**src/rtl/combo_lock_pkg.sv**
```systemverilog
// rtl/combo_lock_pkg.sv - shared types and helpers for the parametrised combination lock
package combo_lock_pkg;

  typedef enum logic [1:0] {
    ST_LOCKED,
    ST_OPEN,
    ST_PROG,
    ST_LOCKOUT
  } lock_state_t;

  // Widths for the default configuration; instances recompute from their own parameters.
  localparam int IDX_W  = $clog2(4 + 1);
  localparam int FAIL_W = $clog2(3 + 1);

  localparam int MAX_CODE_BITS = 256;

  // Digit 0 is the most significant digit of the packed code.
  function automatic logic [31:0] get_digit(input logic [MAX_CODE_BITS-1:0] packed_code,
                                            input int idx, input int seq_len, input int code_w);
    logic [MAX_CODE_BITS-1:0] shifted;
    shifted = packed_code >> ((seq_len - 1 - idx) * code_w);
    return shifted[31:0] & ((32'd1 << code_w) - 32'd1);
  endfunction

endpackage

```
**src/rtl/combo_lockout_timer.sv**
```systemverilog
// rtl/combo_lockout_timer.sv - down-counter holding the lock in lockout; busy while nonzero
module combo_lockout_timer #(
  parameter int LOCKOUT_CYCLES = 1024
) (
  input  logic clk,
  input  logic rst,
  input  logic start,
  input  logic clear,
  output logic busy
);

  localparam int CW = (LOCKOUT_CYCLES > 1) ? $clog2(LOCKOUT_CYCLES) : 1;

  logic [CW-1:0] count;

  always_ff @(posedge clk or posedge rst) begin
    if (rst) begin
      count <= '0;
    end else if (clear) begin
      count <= '0;
    end else if (start) begin
      count <= CW'(LOCKOUT_CYCLES - 1);
    end else if (count != '0) begin
      count <= count - 1'b1;
    end
  end

  assign busy = (count != '0);

endmodule

```
**src/rtl/combo_lock_param.sv**
```systemverilog
// rtl/combo_lock_param.sv - multi-digit combination lock with fail counting, lockout and runtime reprogramming
module combo_lock_param
  import combo_lock_pkg::*;
#(
  parameter int CODE_W = 4,
  parameter int SEQ_LEN = 4,
  parameter int MAX_FAILS = 3,
  parameter int LOCKOUT_CYCLES = 1024,
  parameter logic [SEQ_LEN*CODE_W-1:0] DEFAULT_CODE = 16'h1234
) (
  input  logic                             CLK,
  input  logic                             RST,
  input  logic                             masterRST,
  input  logic [CODE_W-1:0]                code,
  input  logic                             code_valid,
  input  logic                             prog_req,
  input  logic                             relock,
  output logic                             unlocked,
  output logic                             lockout,
  output logic                             prog_mode,
  output logic                             err,
  output logic [$clog2(SEQ_LEN+1)-1:0]     digit_idx,
  output logic [$clog2(MAX_FAILS+1)-1:0]   fail_cnt
);

  localparam int IW = $clog2(SEQ_LEN + 1);
  localparam int FW = $clog2(MAX_FAILS + 1);
  localparam int CB = SEQ_LEN * CODE_W;
  localparam logic [IW-1:0] LAST_IDX = IW'(SEQ_LEN - 1);
  localparam logic [FW-1:0] FAIL_MAX = FW'(MAX_FAILS);

  lock_state_t state, next_state;
  logic [CB-1:0] stored_code, shadow, shadow_nx;
  logic          mismatch_flag, err_q, timer_busy, timer_start;
  logic          last_digit, entry_bad;
  logic [CODE_W-1:0] expected_digit;
  logic [FW-1:0] fail_inc;

  assign expected_digit = CODE_W'(get_digit(MAX_CODE_BITS'(stored_code), int'(digit_idx), SEQ_LEN, CODE_W));
  assign last_digit     = (digit_idx == LAST_IDX);
  assign entry_bad      = mismatch_flag | (code != expected_digit);
  assign fail_inc       = (fail_cnt == FAIL_MAX) ? fail_cnt : fail_cnt + 1'b1;

  always_comb begin
    shadow_nx = shadow;
    for (int i = 0; i < SEQ_LEN; i++) begin
      if (digit_idx == IW'(i)) shadow_nx[(SEQ_LEN-1-i)*CODE_W +: CODE_W] = code;
    end
  end

  always_ff @(posedge CLK or posedge RST) begin
    if (RST) state <= ST_LOCKED;
    else     state <= next_state;
  end

  always_comb begin
    next_state = state;
    if (masterRST) begin
      next_state = ST_LOCKED;
    end else begin
      case (state)
        ST_LOCKED:
          if (!relock && code_valid && last_digit) begin
            if (!entry_bad)               next_state = ST_OPEN;
            else if (fail_inc == FAIL_MAX) next_state = ST_LOCKOUT;
          end
        ST_OPEN:
          if (relock)        next_state = ST_LOCKED;
          else if (prog_req) next_state = ST_PROG;
        ST_PROG:
          if (relock || (code_valid && last_digit)) next_state = ST_LOCKED;
        ST_LOCKOUT:
          if (!timer_busy) next_state = ST_LOCKED;
        default: next_state = ST_LOCKED;
      endcase
    end
  end

  always_comb begin
    unlocked  = (state == ST_OPEN);
    lockout   = (state == ST_LOCKOUT);
    prog_mode = (state == ST_PROG);
    err       = err_q;
  end

  // Entry progress, fail history and the programmable code.
  always_ff @(posedge CLK or posedge RST) begin
    if (RST) begin
      stored_code   <= DEFAULT_CODE;
      shadow        <= '0;
      digit_idx     <= '0;
      fail_cnt      <= '0;
      mismatch_flag <= 1'b0;
      err_q         <= 1'b0;
    end else if (masterRST) begin
      stored_code   <= DEFAULT_CODE;
      shadow        <= '0;
      digit_idx     <= '0;
      fail_cnt      <= '0;
      mismatch_flag <= 1'b0;
      err_q         <= 1'b0;
    end else begin
      err_q <= 1'b0;
      case (state)
        ST_LOCKED:
          if (relock) begin
            digit_idx     <= '0;
            mismatch_flag <= 1'b0;
          end else if (code_valid) begin
            if (last_digit) begin
              digit_idx     <= '0;
              mismatch_flag <= 1'b0;
              if (entry_bad) begin
                err_q    <= 1'b1;
                fail_cnt <= fail_inc;
              end else begin
                fail_cnt <= '0;
              end
            end else begin
              digit_idx     <= digit_idx + 1'b1;
              mismatch_flag <= entry_bad;
            end
          end
        ST_OPEN:
          if (!relock && prog_req) digit_idx <= '0;
        ST_PROG:
          if (relock) begin
            digit_idx <= '0;
            shadow    <= '0;
          end else if (code_valid) begin
            shadow <= shadow_nx;
            if (last_digit) begin
              stored_code <= shadow_nx;
              digit_idx   <= '0;
            end else begin
              digit_idx <= digit_idx + 1'b1;
            end
          end
        ST_LOCKOUT:
          if (!timer_busy) fail_cnt <= '0;
        default: ;
      endcase
    end
  end

  assign timer_start = (state == ST_LOCKED) && (next_state == ST_LOCKOUT);

  combo_lockout_timer #(
    .LOCKOUT_CYCLES(LOCKOUT_CYCLES)
  ) u_timer (
    .clk  (CLK),
    .rst  (RST),
    .start(timer_start),
    .clear(masterRST),
    .busy (timer_busy)
  );

endmodule
```
**config.mk**
```make
export PLATFORM = sky130hd
export DESIGN_NAME = combo_lock_param
export DESIGN_NICKNAME = d
export VERILOG_FILES = /design/src/rtl/combo_lock_pkg.sv /design/src/rtl/combo_lockout_timer.sv /design/src/rtl/combo_lock_param.sv
export SDC_FILE = /design/constraint.sdc
export NUM_CORES = 1
export LEC_CHECK = 0
export BUFFER_PORTS_ARGS = -buffer_cell sky130_fd_sc_hd__buf_2
export CAP_MARGIN = 20
export CORE_AREA = 4 4 90 92
export DETAILED_ROUTE_END_ITERATION = 8
export DIE_AREA = 0 0 94 96
export HOLD_SLACK_MARGIN = 0.03
export PLACE_DENSITY_LB_ADDON = 0.12
export SLEW_MARGIN = 5
export SYNTH_ARGS = -nofsm -noshare
export SYNTH_HDL_FRONTEND = slang
export SYNTH_SLANG_ARGS = --single-unit
```
**constraint.sdc**
```tcl
create_clock -name CLK -period 2.7 [get_ports CLK]
set_input_delay 0.54 -clock CLK [delete_from_list [all_inputs] [get_ports CLK]]
set_output_delay 0.54 -clock CLK [all_outputs]
set_load 0.03 [all_outputs]
```
==> impl_metrics.xml <==
<?xml version="1.0" encoding="UTF-8"?>
<metrics>
  <group name="route">
    <metric name="wl_per_cell" unit="um">16.5</metric>
    <metric name="vias" unit="">1911</metric>
    <metric name="totalWireLength" unit="um">5940</metric>
    <metric name="firstDrtPassIters" unit="">4</metric>
    <metric name="ant_nets" unit="">0</metric>
    <metric name="detailedRoute.firstIterationViolations" unit="">90</metric>
    <metric name="drcViolationCount" unit="">0</metric>
    <metric name="drt-vias-per-instance" unit="">5.31</metric>
  </group>
  <group name="sta">
    <metric name="worst_slew_margin_rel" unit="%">57.1</metric>
    <metric name="finalSetupViolCount" unit="">0</metric>
    <metric name="clock_skew" unit="ns">0.00628</metric>
    <metric name="maxSlewViolCount" unit="">0</metric>
    <metric name="timing.final.ws_setup" unit="ns">0.369</metric>
    <metric name="final_period_minus_worst_setup_slack" unit="ns">2.33</metric>
    <metric name="fmax" unit="MHz">429</metric>
    <metric name="totalNegativeSetupSlack" unit="ns">0</metric>
    <metric name="worst-slew-pin-transition" unit="ns">0.642</metric>
    <metric name="layout_worst_path_cycle_share" unit="%">86.4</metric>
    <metric name="rsz_0062_raised_after_global_routing" unit="">false</metric>
    <metric name="timing_hold_violations_final" unit="">0</metric>
  </group>
  <group name="logic_synthesis">
    <metric name="synth.cell_area" unit="mm2">0.00256</metric>
    <metric name="number_of_synthesized_register_bits" unit="">47</metric>
    <metric name="yosysSeqAreaShare" unit="%">46.1</metric>
    <metric name="synth_edf_count" unit="">0</metric>
    <metric name="yosysWarningCount" unit="">0</metric>
    <metric name="synthArstFlopShare" unit="%">100</metric>
    <metric name="syn-instance-count" unit="">247</metric>
    <metric name="syn_area_per_cell" unit="um2">10.4</metric>
    <metric name="postSynth.topFlopCell" unit="">dfrtp_1</metric>
    <metric name="synthDistinctLibCells" unit="">39</metric>
    <metric name="syn-num-nets" unit="">263</metric>
  </group>
  <group name="grt">
    <metric name="antenna_found_initial" unit="">0</metric>
    <metric name="grt_pass1_vias" unit="">1872</metric>
    <metric name="grt_max_degree" unit="">48</metric>
    <metric name="grt_pass1_wl" unit="um">9830</metric>
    <metric name="global_route.overflow_total" unit="">0</metric>
    <metric name="grt_use_total" unit="%">14.3</metric>
  </group>
  <group name="critical_path">
    <metric name="cp.arrival" unit="ns">2.55</metric>
    <metric name="setup.worst_path.class" unit="">flip-flop to flip-flop</metric>
    <metric name="setup.worst_path.start_class" unit="">flip-flop</metric>
    <metric name="worst_setup_path_end_kind" unit="">flip-flop</metric>
    <metric name="crit_required" unit="ns">2.92</metric>
    <metric name="r2r_slack" unit="ns">0.37</metric>
    <metric name="timing.critical_path.fanout_max" unit="">12</metric>
  </group>
  <group name="die">
    <metric name="rows" unit="">31</metric>
    <metric name="die_width" unit="um">94</metric>
    <metric name="design.die.area" unit="mm2">0.00902</metric>
    <metric name="io-pin-count" unit="">19</metric>
    <metric name="placeableCoreArea" unit="mm2">0.00721</metric>
    <metric name="floorplan.initialDensity" unit="%">35.5</metric>
    <metric name="die_y" unit="um">96</metric>
  </group>
  <group name="cells_and_area">
    <metric name="design_area" unit="mm2">0.00283</metric>
    <metric name="reg_area" unit="mm2">0.00118</metric>
    <metric name="most-common-layout-cells" unit="">dfrtp_1 (42), nor2_1 (23), buf_2 (18), nand2_1 (17), mux2i_1 (16)</metric>
    <metric name="antenna_cells_inserted" unit="">0</metric>
    <metric name="area.growth.synth_to_final" unit="%">10.6</metric>
    <metric name="most_common_library_cell_in_the_layout_ignoring_fill_and_taps" unit="">dfrtp_1</metric>
    <metric name="n_fill_cell" unit="">740</metric>
    <metric name="num-nets-final" unit="">276</metric>
    <metric name="layout-drive-gt1-share" unit="%">18.0</metric>
    <metric name="multiInputGateArea" unit="mm2">0.00127</metric>
  </group>
  <group name="power">
    <metric name="worst_ir_drop_vdd" unit="mV">0.390</metric>
    <metric name="power.density" unit="mW/mm2">672</metric>
    <metric name="power_leakage" unit="nW">1.24</metric>
    <metric name="design_power_total" unit="mW">1.90</metric>
  </group>
  <group name="clocking">
    <metric name="insertion_delay" unit="ns">0.30</metric>
    <metric name="cts_resized" unit="">0</metric>
    <metric name="post-cts-setup-buffer-count" unit="">0</metric>
    <metric name="ctsHoldBuffers" unit="">0</metric>
    <metric name="cts_root_buf" unit="">clkbuf_8</metric>
    <metric name="clock-sinks" unit="">47</metric>
    <metric name="htree_levels" unit="">2</metric>
    <metric name="cts_buffers" unit="">5</metric>
    <metric name="clkSlewWorstSetupHoldPaths" unit="ns">0.08</metric>
    <metric name="tritoncts_clock_tree" unit="">yes</metric>
    <metric name="cts.path.max_buffers" unit="">2</metric>
  </group>
  <group name="placement">
    <metric name="finalWeightedCongestion" unit="">0.827</metric>
    <metric name="port_buffers" unit="">18</metric>
    <metric name="dpl_worst_slack" unit="ns">0.401</metric>
    <metric name="hpwl" unit="um">4110</metric>
    <metric name="post_dp_cell_area" unit="mm2">0.00273</metric>
  </group>
  <group name="run">
    <metric name="max-cap-violations" unit="">0</metric>
  </group>
  <group name="min_path">
    <metric name="worst_hold_path_type" unit="">input pin to async pin</metric>
  </group>
  <group name="status">
    <metric name="run_status" unit="">completed</metric>
  </group>
</metrics>
[per-stage QoR]
stage | instances | hold slack (ns) | util, %
3_3_place_gp | 352 | 0.474 | 37.9
2_1_floorplan | 247 | 0.443 | -
3_5_place_dp | 352 | 0.475 | 37.9
4_1_cts | 360 | 0.404 | 39.3
6_report | 360 | 0.393 | 39.3
5_1_grt | 360 | 0.444 | 39.3
[routing by layer]
layer	track usage (%)	vias up	share of wire, %
li1	-	931	-
met1	20.0	934	50
met2	21.7	39	45
met3	2.81	7	3.8
met4	5.54	0	1.6
met5	0	-	0
[sequential cells by signal (all words and copies together) (netlist names)]
name	cells
digit_idx	3
err	1
fail_cnt	2
mismatch_flag	1
shadow	12
state	2
stored_code	16
u_timer.count	10
[path summary, 6_finish.rpt]
kind                                  from               end  depth (start not counted)
setup reg to reg              digit_idx[1]  u_timer.count[1]                          7
setup / recovery              digit_idx[1]  u_timer.count[1]                          7
hold / removal                         RST  u_timer.count[5]                          3
min in group CLK           stored_code[14]   stored_code[14]                          2
hold reg to reg            stored_code[14]   stored_code[14]                          2
max in group asynchronous              RST          state[0]                          3
[kinds of logic after synthesis]
| kind of cell | Yosys count | share of synthesized area [%] |
|---|---|---|
| DFF | 47 | 46.1 |
| buffers and inverters | 25 | 4.30 |
| adders and majority gates | 6 | 2.93 |
| AOI/OAI and AO/OA | 65 | 19.5 |
| and+or+nand+nor | 77 | 15.0 |
| muxes | 20 | 9.77 |
| xor gates and xnor gates | 7 | 2.39 |
[power by group]
| part | switching, mW | leakage (nW) | internal (mW) | total, mW |
|---|---|---|---|---|
| registers | 0.0790 | 0.625 | 0.788 | 0.867 |
| logic | 0.315 | 0.561 | 0.259 | 0.575 |
| clock network | 0.229 | 0.0515 | 0.234 | 0.463 |
| total | 0.623 | 1.24 | 1.28 | 1.90 |
[cells in the mapped netlist (5+ instances only)]
cell type	n	area share [%]
nor2b_1	7	1.7
nor3_1	5	0.98
clkbuf_1	12	1.8
o2bb2ai_1	8	2.7
o21ai_0	5	0.98
a32o_1	12	4.7
nand3_1	5	0.98
ha_1	6	2.9
mux2i_1	16	6.2
nor2_1	23	3.4
xnor2_1	5	1.7
a22o_1	6	2.1
inv_1	8	1.2
dfrtp_1	42	41
a21oi_1	13	2.5
nand2_1	17	2.5
o31ai_1	9	2.6
dfstp_2	5	5.1
[critical path, cell delays in order, from the launching register on]
cell and delay (ns):
dfrtp_1 0.64, ha_1 0.25, nor2b_1 0.26, nand2_1 0.13
nor4_1 0.35, nor2b_1 0.23, and2_4 0.25, o2bb2ai_1 0.14
[layout make-up]
| type | count | area share, % |
|---|---|---|
| Clock buffer | 8 | 3.53 |
| Inverter | 8 | 1.06 |
| Timing Repair Buffer | 23 | 4.50 |
| Sequential cell | 47 | 41.7 |
| Tap cell | 99 | 4.37 |
| Multi-Input combinational cell | 175 | 44.8 |
No activity file was read; power rests on OpenSTA's default activity.
